--- src/rtl/combin_seq_pkg.sv ---
// Shared types for the combin line sequencer: FSM state encoding and the
// state constants used by the datapath to spot line boundaries.
package combin_seq_pkg;

  typedef enum logic [2:0] {
    ST_IDLE  = 3'd0,
    ST_ALIGN = 3'd1,
    ST_CMD   = 3'd2,
    ST_LINE  = 3'd3,
    ST_FLUSH = 3'd4,
    ST_DONE  = 3'd5
  } seq_state_t;

  localparam seq_state_t ALIGN_STATE = ST_ALIGN;
  localparam seq_state_t FLUSH_STATE = ST_FLUSH;

endpackage

--- src/rtl/combin_seq_addr_gen.sv ---
// Line address accumulator: base + line*stride built by repeated addition,
// plus the line index of the frame in progress.
module combin_seq_addr_gen #(
  parameter int ASIZE = 32,
  parameter int LSIZE = 16
) (
  input  logic             clock,
  input  logic             rst,
  input  logic             load,
  input  logic [ASIZE-1:0] base,
  input  logic [ASIZE-1:0] stride,
  input  logic             advance,
  output logic [ASIZE-1:0] addr,
  output logic [LSIZE-1:0] line
);

  logic [ASIZE-1:0] stride_q;

  // Capture base/stride on frame start, step one stride per finished line.
  always_ff @(posedge clock or posedge rst) begin
    if (rst) begin
      addr     <= '0;
      stride_q <= '0;
      line     <= '0;
    end else if (load) begin
      addr     <= base;
      stride_q <= stride;
      line     <= '0;
    end else if (advance) begin
      addr     <= addr + stride_q;
      line     <= line + LSIZE'(1);
    end
  end

endmodule

--- src/rtl/combin_line_sequencer.sv ---
// Frame/line controller feeding the combin_data packer in LINE mode.
// Optional feature macro: COMBIN_SEQ_LEN_CHECK_EN builds the packed-word
// counter and the sticky err_len check; without it err_len is tied low.
//
// state | meaning
// IDLE  | waiting for start
// ALIGN | one-cycle packer align pulse, counters cleared
// CMD   | line write command offered until accepted
// LINE  | accepting hactive pixels into the packer
// FLUSH | waiting for the packer's last-word strobe
// DONE  | one-cycle frame_done
module combin_line_sequencer
  import combin_seq_pkg::*;
#(
  parameter int DSIZE = 24,
  parameter int ASIZE = 32,
  parameter int LSIZE = 16
) (
  input  logic             clock,
  input  logic             rst,
  input  logic             start,
  input  logic [ASIZE-1:0] base_addr,
  input  logic [ASIZE-1:0] stride,
  input  logic [LSIZE-1:0] hactive,
  input  logic [LSIZE-1:0] vactive,
  input  logic [LSIZE-1:0] line_words,
  output logic             busy,
  output logic             frame_done,
  output logic             err_len,
  input  logic             s_valid,
  input  logic [DSIZE-1:0] s_data,
  output logic             s_ready,
  output logic             pk_wr_en,
  output logic [DSIZE-1:0] pk_data,
  output logic             pk_align,
  output logic             pk_last,
  input  logic             pk_owr_en,
  input  logic             pk_olast_en,
  output logic             cmd_valid,
  input  logic             cmd_ready,
  output logic [ASIZE-1:0] cmd_addr,
  output logic [LSIZE-1:0] cmd_words
);

  seq_state_t       state, state_nx;
  logic [LSIZE-1:0] hact_q, vact_q, lwords_q, pix_q, line;
  logic             start_ok, zero_cfg, last_pix, last_line, flush_end;

  // DONE counts as not busy, so a start arriving there is honoured.
  assign start_ok  = start && (state == ST_IDLE || state == ST_DONE);
  assign zero_cfg  = (hactive == '0) || (vactive == '0);
  assign last_pix  = (pix_q == hact_q - LSIZE'(1));
  assign last_line = (line == vact_q - LSIZE'(1));
  assign flush_end = (state == FLUSH_STATE) && pk_olast_en;
  assign cmd_words = lwords_q;

  combin_seq_addr_gen #(.ASIZE(ASIZE), .LSIZE(LSIZE)) u_addr_gen (
    .clock   (clock),
    .rst     (rst),
    .load    (start_ok),
    .base    (base_addr),
    .stride  (stride),
    .advance (flush_end && !last_line),
    .addr    (cmd_addr),
    .line    (line)
  );

  // State register.
  always_ff @(posedge clock or posedge rst) begin
    if (rst) state <= ST_IDLE;
    else     state <= state_nx;
  end

  // Next state and state-decoded control outputs.
  always_comb begin
    state_nx   = state;
    s_ready    = 1'b0;
    cmd_valid  = 1'b0;
    pk_align   = 1'b0;
    busy       = 1'b0;
    frame_done = 1'b0;
    case (state)
      ST_IDLE: begin
        if (start) state_nx = zero_cfg ? ST_DONE : ST_ALIGN;
      end
      ST_ALIGN: begin
        pk_align = 1'b1;
        busy     = 1'b1;
        state_nx = ST_CMD;
      end
      ST_CMD: begin
        cmd_valid = 1'b1;
        busy      = 1'b1;
        if (cmd_ready) state_nx = ST_LINE;
      end
      ST_LINE: begin
        s_ready = 1'b1;
        busy    = 1'b1;
        if (s_valid && last_pix) state_nx = ST_FLUSH;
      end
      ST_FLUSH: begin
        busy = 1'b1;
        if (pk_olast_en) state_nx = last_line ? ST_DONE : ST_ALIGN;
      end
      ST_DONE: begin
        frame_done = 1'b1;
        if (start) state_nx = zero_cfg ? ST_DONE : ST_ALIGN;
        else       state_nx = ST_IDLE;
      end
      default: state_nx = ST_IDLE;
    endcase
  end

  // Frame config capture, pixel counter and registered packer write port.
  always_ff @(posedge clock or posedge rst) begin
    if (rst) begin
      hact_q   <= '0;
      vact_q   <= '0;
      lwords_q <= '0;
      pix_q    <= '0;
      pk_wr_en <= 1'b0;
      pk_data  <= '0;
      pk_last  <= 1'b0;
    end else begin
      pk_wr_en <= 1'b0;
      pk_last  <= 1'b0;
      if (start_ok) begin
        hact_q   <= hactive;
        vact_q   <= vactive;
        lwords_q <= line_words;
      end
      if (state == ALIGN_STATE) begin
        pix_q <= '0;
      end else if (state == ST_LINE && s_valid) begin
        pix_q    <= pix_q + LSIZE'(1);
        pk_wr_en <= 1'b1;
        pk_data  <= s_data;
        pk_last  <= last_pix;
      end
    end
  end

`ifdef COMBIN_SEQ_LEN_CHECK_EN
  logic [LSIZE-1:0] wcnt_q, wcnt_fin;

  // The olast cycle always closes one word: either the strobed full word or
  // the partial tail, so the final count is the running count plus one.
  assign wcnt_fin = wcnt_q + LSIZE'(1);

  // Packed-word counter per line and sticky length-mismatch flag.
  always_ff @(posedge clock or posedge rst) begin
    if (rst) begin
      wcnt_q  <= '0;
      err_len <= 1'b0;
    end else begin
      if (start_ok) err_len <= 1'b0;
      if (state == ALIGN_STATE)  wcnt_q <= LSIZE'(pk_owr_en);
      else if (pk_owr_en)        wcnt_q <= wcnt_q + LSIZE'(1);
      if (flush_end && (wcnt_fin != lwords_q)) err_len <= 1'b1;
    end
  end
`else
  logic unused_owr_en;
  assign unused_owr_en = pk_owr_en;
  assign err_len       = 1'b0;
`endif

endmodule
--- config.mk ---
export PLATFORM = sky130hd
export DESIGN_NAME = combin_line_sequencer
export DESIGN_NICKNAME = d
export VERILOG_FILES = /design/src/rtl/combin_seq_pkg.sv /design/src/rtl/combin_seq_addr_gen.sv /design/src/rtl/combin_line_sequencer.sv
export SDC_FILE = /design/constraint.sdc
export NUM_CORES = 1
export LEC_CHECK = 0
export CORE_ASPECT_RATIO = 1.75
export CORE_MARGIN = 1.5
export CORE_UTILIZATION = 31
export CTS_BUF_LIST = sky130_fd_sc_hd__clkbuf_8
export CTS_CLUSTER_DIAMETER = 40
export DETAILED_ROUTE_END_ITERATION = 8
export GPL_ROUTABILITY_DRIVEN = 1
export MAX_ROUTING_LAYER = met4
export PLACE_DENSITY = 0.62
export SETUP_SLACK_MARGIN = 0.1
export SLEW_MARGIN = 0
export SYNTH_ARGS = -nofsm -noshare
export SYNTH_HDL_FRONTEND = slang
export SYNTH_SLANG_ARGS = --single-unit
--- constraint.sdc ---
create_clock -name clock -period 8.88 [get_ports clock]
set_input_delay 2.664 -clock clock [delete_from_list [all_inputs] [get_ports clock]]
set_output_delay 2.664 -clock clock [all_outputs]
set_load 0.03 [all_outputs]
==> run metrics <==
Yosys top cell area share=44.92%; Ports=approximately 220; clock-pin slew on the worst setup and hold paths=0.10 ns; Worst-Margin Slew=1.031 ns; worst-path fanout max=12; Fin. Hold Viols=0; final worst path period need=5.512 ns; CP top delay family=buffers and inverters; share of flip-flops with an asynchronous set or reset=100.0%; worst r2r path cells=9; peak per-stage delay on the critical path=0.77 ns; total congestion overflow=0; # hold bufs at CTS=0; Setup Buffers After CTS=0; synthesized area=9637 um^2; synth top area cells=dfrtp_1 45%, nand2_1 14%, xnor2_1 4.8%; Buf/Inv on CP=3; synthesized netlist net count=1331; drt via density=roughly 4.9; Clk Tree Root Cell=clkbuf_8; WL/cell=between 15 and 20 um; Hold/Removal Path Class=flop to flop; CP cell instances=inv_1, or3_1, inv_1, clkdlybuf4s50_1; crit path from=state[0]; Post-Route WL=28340 um; post-cts sizing count=0; CTS tree=done; ys flop type=dfrtp_1; 1st-iter DRT viols=350; Final nets=about 1500; critical path launch point type=flop; DRC violations left=0; Num CTS Buffers=17; RSZ-0062 raised after global routing=no; Syn. warnings=0; Die Height=236.2 um; largest net degree at the start of global routing=roughly 110; Unique masters post-synth=68; Storage cell area=approximately 4300 um^2; GP Congestion=0.8525; GRT Overall Usage=a little under a fifth; DIE WIDTH=136.3 um; reg-to-reg setup timing slack=4.66 ns; largest buffer count on any clock path=2; Setup crit end kind=output pin; reg-to-reg endpoint=u_addr_gen.addr[8]; status=finished clean; flops & latches, synth=roughly 170; Slowest-stage cell, CP=clkdlybuf4s50_1; max-cap violations=0; final hold slack=0.4805 ns; peak supply drop=0.1795 mV; number of I/O port buffers=220; final clock skew=0.01578 ns; detailed placement HPWL=20710 um; # H-tree levels=4; Final Max Slew Viols=0; Crit Path Category=flop to output pin; first-pass GRT wire length=45350 um; area leader, netlist=dfrtp_1; EDFF count, synth=0; Core ar.=30740 um^2; CP arrival=2.85 ns; Starting Density=31.35%; sequential area share after synthesis=44.92%; Pre-antenna DRT Iters=5; Fmax=around 0.18 GHz; slew margin rel.=31.26%; commonest non-fill, non-tap cell in the layout=nand2_1; Avg Cell Area, Syn=8.365 um^2; crit path to=pk_align; num rows=85; TritonCTS Sinks=173; Clk Latency, worst-skew pair=0.50 ns; multi-input logic area=roughly 5000 um^2; Final Setup Violations=0; post-route setup TNS=0 ns; die area=32190 um^2; share of cells above drive strength 1=3.685%; most frequent cells in the layout=363 x nand2_1, 220 x clkdlybuf4s50_1, 173 x dfrtp_1; Fillers=slightly above 3000; antenna violations before repair=1; CP Data Required Time=between 6 and 7 ns; pwr dens=359.3 nW/um^2; antenna-violating nets left=0; final core occ=41.09%; Levels on crit path=4; period utilization=between 60% and 70%; worst r2r src=vact_q[2]; Crit path top cell by count=inv_1; P&R area growth vs syn=31.06%; Pleak=0.005717 uW; via count=8611; Syn Inst Count=about 1200; vias in the first global route=8696
[worst register-to-register path: cells and delay by family (launching register included)]
| kind | cells | cell delay [ns] |
|---|---|---|
| simple gates | 6 | 2.22 |
| compound gates | 3 | 1.40 |
| flops | 1 | 0.49 |
[layout make-up]
class	instances	area share, %
tap	391	3.874
multi-input combinational	903	39.76
clock buffer	19	2.071
clock inverter	12	1.456
sequential	173	34.28
timing repair buffer	226	17.79
inverter	24	0.7529
antenna	1	0.01981
[synthesized netlist by cell type (all sizes together), types with 3 or more instances]
library cell and instances:
nand2 364, dfrtp 173, nor2 88, o21ai 53
xnor2 53, a21oi 43, clkbuf 43, xor2 39
ha 35, nand3 27, inv 24, o22ai 17
nor3 15, nand4 13, nor4 12, a31oi 11
a21o 10, and3 10, or3 10, buf 9
nor2b 9, a22oi 7, nand2b 7, and2 6
nor3b 5, or4 5, a21boi 4, a311oi 4
o21a 4, or4b 4, a211oi 3, nand3b 3
nand4b 3, nor4b 3, o21bai 3, o31a 3
or2 3
[through the flow]
step / worst slack (ns) / area, um^2 / total power (uW) / cells
6_report: 3.368 / 12630 / 4538 / 1749
5_1_grt: 3.071 / 12630 / 4905 / 1749
4_1_cts: 3.281 / 12630 / 4583 / 1748
3_5_place_dp: 2.811 / 12180 / 3917 / 1717
3_3_place_gp: 2.781 / 12180 / 3884 / 1717
2_1_floorplan: 1.528 / 9637 / 3087 / 1152
[layer usage]
metal	vias up	global-route usage [%]	share of wire (%)
li1	4272	-	-
met1	4102	19.47	38
met2	192	34.56	56
met3	45	2.966	3.4
met4	0	7.608	3.0
met5	-	-	0
[state kept, by name, indices dropped and copies added, names as in the netlist]
name and cells:
cmd_words 16, hact_q 16, pix_q 16, pk_data 24, pk_last 1, pk_wr_en 1, state 3, u_addr_gen.addr 32
u_addr_gen.line 16, u_addr_gen.stride_q 32, vact_q 16
[how the worst min path moves through the flow]
stage | from | endpoint | slack (ns) | cells after the start
after CTS | cmd_words[3] | cmd_words[3] | 0.49 | 2
after floorplan | u_addr_gen.stride_q[0] | u_addr_gen.stride_q[0] | 0.45 | 2
after global placement | pk_data[21] | pk_data[21] | 0.46 | 2
after global routing | pk_data[12] | pk_data[12] | 0.51 | 2
after detailed placement | cmd_words[3] | cmd_words[3] | 0.46 | 2
final | cmd_words[13] | cmd_words[13] | 0.48 | 2
[cell families (layout without fill, tap and decap cells)]
| logic type | Yosys count | after routing | synth area share (%) |
|---|---|---|---|
| simple gates | 593 | 593 | 27.20 |
| compound gates | 180 | 180 | 11.48 |
| flops | 173 | 173 | 44.92 |
| xor+xnor | 92 | 92 | 8.362 |
| buf+inv | 76 | 281 | 3.142 |
| fa+ha+maj | 36 | 36 | 4.752 |
| other cells | 1 | 2 | 0.03891 |
| mux | 1 | 1 | 0.1039 |
[report_power, final]
| part | switching [uW] | total, uW | internal (uW) |
|---|---|---|---|
| sequential | 282 | 1370 | 1090 |
| clock | 313 | 637 | 324 |
| combinational | 1460 | 2530 | 1060 |
| total | 2060 | 4540 | 2480 |
(Power assumes the default switching activity.)
